### src/rtl/boid_frame_scheduler.sv
// Per-frame boid pass: request each boid's update from the shared engine, then
// erase its old pixel and draw its new one through a valid/ready pixel port.
module boid_frame_scheduler #(
  parameter int unsigned NUM_BOIDS  = 8,
  parameter int unsigned IDX_W      = 8,
  parameter logic [7:0]  BOID_COLOR = 8'hFF
) (
  input  logic             clk,
  input  logic             reset,
  input  logic             frame_start,
  output logic             upd_req,
  output logic [IDX_W-1:0] upd_idx,
  input  logic             upd_ack,
  input  logic [31:0]      upd_x,
  input  logic [31:0]      upd_y,
  input  logic [31:0]      upd_px,
  input  logic [31:0]      upd_py,
  output logic             pix_valid,
  input  logic             pix_ready,
  output logic [9:0]       pix_x,
  output logic [8:0]       pix_y,
  output logic [7:0]       pix_color,
  output logic             busy,
  output logic             frame_done,
  output logic             overrun
);

  typedef enum logic [2:0] {
    S_IDLE,
    S_REQ,
    S_WAIT,
    S_ERASE,
    S_DRAW,
    S_NEXT
  } state_t;

  state_t           r_state;
  state_t           w_next;
  logic [IDX_W-1:0] r_idx;
  // Only the integer halves of the positions are ever used, so only those are held.
  logic [15:0]      r_x;
  logic [15:0]      r_y;
  logic [15:0]      r_px;
  logic [15:0]      r_py;
  logic             r_frame_done;
  logic             r_overrun;

  logic             w_last;
  logic             w_erase_clip;
  logic             w_draw_clip;
  logic             w_draw_done;
  logic             w_unused_frac;

  assign w_last        = (r_idx == IDX_W'(NUM_BOIDS - 1));
  assign w_erase_clip  = (r_px >= 16'd640) || (r_py >= 16'd480);
  assign w_draw_clip   = (r_x  >= 16'd640) || (r_y  >= 16'd480);
  assign w_draw_done   = (r_state == S_DRAW) && (w_draw_clip || pix_ready);
  assign w_unused_frac = ^{upd_x[15:0], upd_y[15:0], upd_px[15:0], upd_py[15:0]};

  assign upd_idx    = r_idx;
  assign busy       = (r_state != S_IDLE);
  assign frame_done = r_frame_done;
  assign overrun    = r_overrun;

  always_comb begin
    w_next    = r_state;
    upd_req   = 1'b0;
    pix_valid = 1'b0;
    pix_x     = '0;
    pix_y     = '0;
    pix_color = '0;
    unique case (r_state)
      S_IDLE: begin
        if (frame_start) w_next = S_REQ;
      end
      S_REQ: begin
        upd_req = 1'b1;
        w_next  = S_WAIT;
      end
      S_WAIT: begin
        if (upd_ack) w_next = S_ERASE;
      end
      S_ERASE: begin
        // An off-screen coordinate skips the command as if it had been accepted.
        pix_valid = !w_erase_clip;
        pix_x     = r_px[9:0];
        pix_y     = r_py[8:0];
        pix_color = 8'h00;
        if (w_erase_clip || pix_ready) w_next = S_DRAW;
      end
      S_DRAW: begin
        pix_valid = !w_draw_clip;
        pix_x     = r_x[9:0];
        pix_y     = r_y[8:0];
        pix_color = BOID_COLOR;
        if (w_draw_done) w_next = S_NEXT;
      end
      S_NEXT: begin
        w_next = w_last ? S_IDLE : S_REQ;
      end
      default: w_next = S_IDLE;
    endcase
  end

  always_ff @(posedge clk) begin
    if (reset) begin
      r_state      <= S_IDLE;
      r_idx        <= '0;
      r_x          <= '0;
      r_y          <= '0;
      r_px         <= '0;
      r_py         <= '0;
      r_frame_done <= 1'b0;
      r_overrun    <= 1'b0;
    end else begin
      r_state <= w_next;
      if (r_state == S_IDLE && frame_start) begin
        r_idx <= '0;
      end else if (r_state == S_NEXT && !w_last) begin
        r_idx <= r_idx + IDX_W'(1);
      end
      if (r_state == S_WAIT && upd_ack) begin
        r_x  <= upd_x[31:16];
        r_y  <= upd_y[31:16];
        r_px <= upd_px[31:16];
        r_py <= upd_py[31:16];
      end
      // Registered off the final draw handshake so it coincides with NEXT.
      r_frame_done <= w_draw_done && w_last;
      if (frame_start && busy) r_overrun <= 1'b1;
    end
  end

endmodule

### config.mk
export PLATFORM = sky130hd
export DESIGN_NAME = boid_frame_scheduler
export DESIGN_NICKNAME = d
export VERILOG_FILES = /design/src/rtl/boid_frame_scheduler.sv
export SDC_FILE = /design/constraint.sdc
export NUM_CORES = 1
export LEC_CHECK = 0
export CAP_MARGIN = 10
export CELL_PAD_IN_SITES_DETAIL_PLACEMENT = 0
export CELL_PAD_IN_SITES_GLOBAL_PLACEMENT = 2
export CORE_MARGIN = 2
export CORE_UTILIZATION = 32
export DETAILED_ROUTE_END_ITERATION = 8
export DONT_BUFFER_PORTS = 1
export GPL_TIMING_DRIVEN = 0
export PLACE_DENSITY_LB_ADDON = 0.1
export SYNTH_ARGS = -nofsm -noshare
export SYNTH_HDL_FRONTEND = slang
export SYNTH_SLANG_ARGS = --single-unit
### constraint.sdc
create_clock -name clk -period 2.05 [get_ports clk]
set_input_delay 0.5125 -clock clk [delete_from_list [all_inputs] [get_ports clk]]
set_output_delay 0.5125 -clock clk [all_outputs]
set_load 0.05 [all_outputs]
==> results.py, run 1 <==
metrics = {
    "outcome": {
        "outcome": "finished with violations",
        "violations": "negative setup slack",
    },
    "power_and_ir_drop": {
        "p_clk_share_pct": 26.0,
        "combPwrFrac_pct": 34.1,
        "netSwitchingFraction_pct": 35.5,
        "seqPwrFrac_pct": 39.9,
        "power_density_nw_per_um2": 1090,
        "switchingPower_mw": 1.62,
        "power_leakage_nw": 1.52,
        "p_int_mw": 2.94,
        "peakVddDrop_uv": 463,
    },
    "global_routing": {
        "antenna_found_initial": 0,
        "grt_pass1_wl_um": 14900,
        "gr-total-overflow": 0,
        "grt_max_degree": 14,
        "grt_pass1_vias": 2754,
        "grt_use_total_pct": 17.7,
    },
    "setup_path": {
        "crit_family": "compound AO/OA/AOI/OAI gates",
        "critPathLaunchType": "flop",
        "crit_required_ps": 1540,
        "path_class": "reg -> out",
        "worstSetupPathDepth": 3,
        "crit_chain": "nor4_4, nand4_1, o32ai_4",
        "max_stage_delay_ps": 580,
        "cp-endpoint": "pix_valid",
        "r2r_setup_slack_ps": 180,
        "path_buf_inv": 0,
        "worstPathMaxFanout": 2,
        "cp_slowest_cell": "o32ai_4",
        "reg2regPathDepth": 5,
        "critical_path.reg2reg.startpoint": "upd_idx[1]",
        "crit_arrival_ps": 1750,
        "reg2reg_to": "r_state[0]",
        "startpoint": "r_y[15]",
        "end_kind": "output port",
    },
    "clock_network": {
        "htree_levels": 3,
        "cts_buffers": 9,
        "hold_buffers": 0,
        "clock_sinks": 77,
        "clkTransAtPathRegs_ps": 80,
        "root_buffer": "clkbuf_8",
        "tritoncts": "built",
        "insertion_delay_ps": 340,
        "cts_buffer_depth": 2,
    },
    "placed_design": {
        "portBuffers": 0,
        "gp_congestion": 0.715,
        "pre_cts_slack_ps": -302,
        "dp_cells": 535,
        "dp_hpwl_um": 6750,
    },
    "sta": {
        "fin_crit_sh_pct": 110,
        "period_needed_ps": 2260,
        "rsz0062_at_grt": "yes",
        "worstMarginPinSlew_ps": 693,
        "setup_viol": 20,
        "max_clock_freq_mhz": 442,
        "relSlewSlack_pct": 53.8,
        "final_max_slew_viol_count": 0,
        "skew_ps": 4.17,
        "timing.setup.tns_ps": -1420,
        "hold_viol": 0,
        "setup_slack_ps": -213,
    },
    "detailed_routing": {
        "vias": 2814,
        "vias_per_cell": 4.96,
        "routed_wl_um": 9620,
        "first_pass_iters": 5,
        "drc": 0,
        "first_iter_violations": 93,
        "wl_per_cell_um": 17.0,
        "ant_nets": 0,
    },
    "die": {
        "pin_count": 173,
        "dieHeight_um": 104,
        "die_w_um": 104,
        "die-area_um2": 10800,
        "row_count": 36,
        "start_util_pct": 32.9,
        "core_area_um2": 9730,
    },
    "layout": {
        "nets": 563,
        "final_common_cell": "nand2_1",
        "diodes": 0,
        "mostFrequentLayoutCells": "nand2_1 (131), dfxtp_1 (73), a21oi_1 (67)",
        "drive_above_1_share_pct": 20.5,
        "layout.cells.non_filler": 567,
        "area_growth_pct": 30.8,
    },
    "yosys": {
        "synthesis.instances": 402,
        "synth_seq_cells": 77,
        "yosysTopAreaCellShare_pct": 48.2,
        "synth_top_area_cell": "dfxtp_1",
        "synth_area_leaders": "dfxtp_1 (48%), nand2_1 (15%), a21oi_1 (10%), a22o_1 (5.2%), clkbuf_1 (2.1%)",
        "synthesis.area_um2": 3200,
        "ys_types": 42,
        "avgSynthCellArea_um2": 7.96,
        "ys_seq_area_share_pct": 48.2,
        "synth_fp_nets": 536,
        "yosysWarnings": 0,
    },
    "run": {
        "maxCapViolCount": 0,
    },
    "min_path": {
        "min_path_cells": 2,
        "holdCritPathClass": "in -> reg",
    },
}
## area by class of cell
type,count,area [um^2]
fill,1048,5540
multi-input combinational,287,1710
sequential,77,1550
buffer,33,325
timing repair buffer,18,204
tap,133,166
clock buffer,11,151
clock inverter,5,58.8
inverter,3,18.8
## flip-flops by register name (all words and copies together) (netlist names)
signal / count
frame_done: 1
r_py: 16
r_x: 16
upd_idx: 8
overrun: 1
r_px: 16
r_state: 3
r_y: 16
## power by group through the flow
stage               Sequential, mW  Combinational (mW)  Clock [mW]
floorplan                     1.79               0.907           0
global placement              1.81                1.13           0
detailed placement            1.82                1.14           0
CTS                           1.81                1.47        1.24
global route                  1.84                1.70        1.29
finish                        1.82                1.56        1.19
## cell usage after synthesis, drive strengths merged
| master | count |
|---|---|
| nand2 | 131 |
| dfxtp | 77 |
| a21oi | 67 |
| a22o | 19 |
| clkbuf | 18 |
| buf | 17 |
| nor2 | 12 |
| nand3 | 6 |
| nor3 | 6 |
| nand4 | 5 |
| nor4 | 4 |
| xnor2 | 4 |
| xor2 | 4 |
| inv | 3 |
| o21ai | 3 |
| a211oi | 2 |
| and3 | 2 |
| nand4b | 2 |
| o22a | 2 |
| a31oi | 1 |
| and3b | 1 |
| and4 | 1 |
| and4b | 1 |
| and4bb | 1 |
| ha | 1 |
| mux2i | 1 |
| nand2b | 1 |
| nand3b | 1 |
| nand4bb | 1 |
| nor3b | 1 |
| o211ai | 1 |
| o21bai | 1 |
| o311ai | 1 |
| o32ai | 1 |
| or2 | 1 |
| or3 | 1 |
| or4b | 1 |
## per-stage QoR
step                      total power [mW]  area (um^2)  hold slack, ps  utilization (%)
after floorplan                       2.69         3240             436                -
after global placement                2.95         3410             442             35.0
after detailed placement              2.96         3410             446             35.0
after CTS                             4.52         4100             263             42.1
after global routing                  4.83         4190             269             43.0
final                                 4.56         4190             287             43.0
## what timing repair did
action,4_1_cts,5_1_grt
setup buffers,5,9
gates cloned,5,0
endpoints found under the setup margin,30,60
gates resized for setup,66,15
endpoints found under the hold margin,0,0
pin swaps,25,9
## layer usage
metal	global-route usage, %	up-vias	wire length (um)
met2	29.5	85	4540
met4	5.12	0	108
met1	21.9	1296	4390
met5	0	-	0
li1	-	1424	-
met3	5.45	9	587
## how the worst min path moves through the flow
| stage | start | end | slack [ps] |
|---|---|---|---|
| floorplan | r_px[0] | r_px[0] | 440 |
| global placement | r_py[1] | r_py[1] | 440 |
| finish | upd_y[31] | r_y[15] | 290 |
| CTS | upd_y[31] | r_y[15] | 260 |
| global route | upd_px[31] | r_px[15] | 270 |
| detailed placement | r_py[1] | r_py[1] | 450 |
## logic make-up after synthesis
family	after synthesis	share of synthesized area [%]
simple gates	179	24.7
compound gates	98	18.5
flops	77	48.2
buf+inv	38	5.75
xor+xnor	8	2.19
mux	1	0.313
fa+ha+maj	1	0.391
Note: power is estimated with default switching activity, not from simulation.
==> inputs of run 2 (changes only) <==
Settings changed: ABC_AREA set to 1, CORE_UTILIZATION 32 to 33, CTS_BUF_LIST set to sky130_fd_sc_hd__clkbuf_8.
==> run 2 against run 1 <==
  * The run still ends with negative setup slack left
  * Clock skew is 3.6 ps higher
  * Count of clock-buffer cells in the layout decreased by 2
  * Critical path depth rose by 2
  * Synthesized cell count increased by 14%
  * Fmax shrank 9.7%
  * Worst hold slack got worse by 68 ps
  * Largest cell class unchanged
==> results.py, run 2 <==
metrics = {
    "outcome": {
        "outcome": "finished with violations",
        "violations": "negative setup slack",
    },
    "clock_network": {
        "cts_buffer_depth": 2,
        "root_buffer": "clkbuf_8",
        "insertion_delay_ps": 340,
        "clkTransAtPathRegs_ps": 80,
        "cts_buffers": 9,
        "clock_sinks": 77,
        "htree_levels": 3,
        "tritoncts": "built",
    },
    "yosys": {
        "synth_top_family_by_area": "compound AO/OA/AOI/OAI gates",
        "avgSynthCellArea_um2": 7.30,
        "synth_seq_cells": 77,
        "synth_top_area_cell": "dfxtp_1",
        "synthMuxAreaShare_pct": 0,
        "yosysWarnings": 0,
        "synthTopCellsByCount": "inv_1 (81), dfxtp_1 (77), a21oi_1 (76), o21ai_0 (68), nand2_1 (36)",
        "yosysTopAreaCellShare_pct": 46.0,
        "ys_types": 27,
        "synth-edff-count": 0,
        "synth_top_flop_cell": "dfxtp_1",
        "synthesis.instances": 459,
        "synth_xor_area_share_pct": 0.523,
        "synthArstFlopShare_pct": 0,
        "ys_seq_area_share_pct": 46.0,
        "synth_most_common_cell": "inv_1",
        "synth_area_leaders": "dfxtp_1 (46%), a21oi_1 (11%), o21ai_0 (10%), inv_1 (9.1%), nand2_1 (4.0%)",
        "synthesis.area_um2": 3350,
        "synth_fp_nets": 593,
        "synth-compound-area-share_pct": 26.8,
        "synth_fa_ha_area_share_pct": 0.373,
        "synthSimpleGateAreaFrac_pct": 12.1,
    },
    "die": {
        "start_util_pct": 34.1,
        "dieHeight_um": 105,
        "core_area_um2": 9820,
        "row_count": 36,
        "pin_count": 173,
        "die-area_um2": 11000,
        "die_w_um": 105,
    },
    "layout": {
        "area_growth_pct": 22.2,
        "drive_above_1_share_pct": 16.8,
        "final_common_cell": "inv_1",
        "num-fill-cells": 1077,
        "layout.cells.non_filler": 616,
        "diodes": 0,
        "nets": 612,
        "mostFrequentLayoutCells": "inv_1 (80), a21oi_1 (76), dfxtp_1 (73)",
    },
    "detailed_routing": {
        "first_iter_violations": 65,
        "first_pass_iters": 6,
        "vias_per_cell": 4.86,
        "wl_per_cell_um": 16.0,
        "drc": 0,
        "vias": 2995,
        "ant_nets": 0,
        "routed_wl_um": 9850,
    },
    "sta": {
        "final_max_slew_viol_count": 0,
        "rsz0062_at_grt": "yes",
        "hold_viol": 0,
        "fin_crit_sh_pct": 122,
        "relSlewSlack_pct": 55.3,
        "setup_slack_ps": -457,
        "period_needed_ps": 2510,
        "setup_viol": 24,
        "timing.setup.tns_ps": -8750,
        "skew_ps": 7.74,
        "max_clock_freq_mhz": 399,
        "worstMarginPinSlew_ps": 670,
    },
    "power_and_ir_drop": {
        "peakVddDrop_uv": 443,
        "power_density_nw_per_um2": 1260,
        "finalPower_mw": 5.15,
        "power_leakage_nw": 1.37,
    },
    "placed_design": {
        "dp_hpwl_um": 7410,
        "gp_congestion": 0.788,
        "portBuffers": 0,
        "dp_cells": 593,
    },
    "global_routing": {
        "grt_use_total_pct": 18.5,
        "gr-total-overflow": 0,
        "antenna_found_initial": 0,
        "grt_pass1_vias": 2913,
        "grt_pass1_wl_um": 15700,
        "grt_max_degree": 14,
    },
    "setup_path": {
        "end_kind": "output port",
        "r2r_setup_slack_ps": 170,
        "reg2regPathDepth": 8,
        "crit_arrival_ps": 1990,
        "path_class": "reg -> out",
        "worstPathMaxFanout": 7,
        "crit_required_ps": 1540,
        "critPathLaunchType": "flop",
    },
    "run": {
        "maxCapViolCount": 0,
    },
    "min_path": {
        "holdCritPathClass": "in -> reg",
        "min_path_cells": 1,
    },
}
## run 2: kinds of logic after synthesis
logic type / count (synthesis)
adder cells (fa/ha/maj): 1
AND/OR/NAND/NOR: 93
flip-flops: 77
buffers and inverters: 115
XOR/XNOR: 2
AO/OA/AOI/OAI: 171
## run 2: layout make-up
class	instances	area (um^2)	area share, %
plain buffers	32	198	4.83
clock buffers	9	124	3.03
clock inverters	7	43.8	1.07
inverters	83	314	7.67
multi-input cells	268	1630	39.9
flip-flops and latches	77	1550	37.8
well taps	133	166	4.06
repair buffers	7	66.3	1.62
## run 2: worst paths after layout
path / startpoint / end
hold / removal: reset / r_state[0]
hold reg to reg: r_px[11] / r_px[11]
setup / recovery: r_state[1] / pix_x[5]
setup reg to reg: upd_idx[0] / upd_idx[4]
## run 2: through the flow
stage,hold WS [ps],utilization (%),instance area (um^2),setup WS [ps]
3_5_place_dp,438,38.9,3820,-255
3_3_place_gp,433,38.8,3810,-376
2_1_floorplan,424,-,3640,-93.7
5_1_grt,206,41.7,4090,-534
6_report,219,41.7,4090,-457
4_1_cts,204,41.5,4070,-481
## run 2: report_power, final
| group | internal (mW) | switching, mW | total [mW] |
|---|---|---|---|
| clock | 0.430 | 0.581 | 1.01 |
| sequential | 1.77 | 0.162 | 1.93 |
| combinational | 0.680 | 1.52 | 2.21 |
| total | 2.88 | 2.27 | 5.15 |
## run 2: what timing repair did
action                                 CTS  global route
gates cloned                             2             0
hold buffers                             0             0
gates resized for setup                 10             8
endpoints found under the hold margin    0             0
pin swaps                                5             1
setup endpoints to repair               28            29
buffers inserted                         5             0
## run 2: routing by layer
layer	share of wire, %	vias to the layer above	global-route usage, %
li1	-	1539	-
met1	46	1372	23.5
met2	47	76	30.3
met3	6.3	8	6.36
met4	1.1	0	3.90
met5	0	-	0
## run 2: worst max-delay path, stage by stage, from the launching register on
cell and delay [ps]:
dfxtp_4 350, or2_4 240, nor2_4 400, inv_4 100, clkbuf_16 200, o22ai_4 350
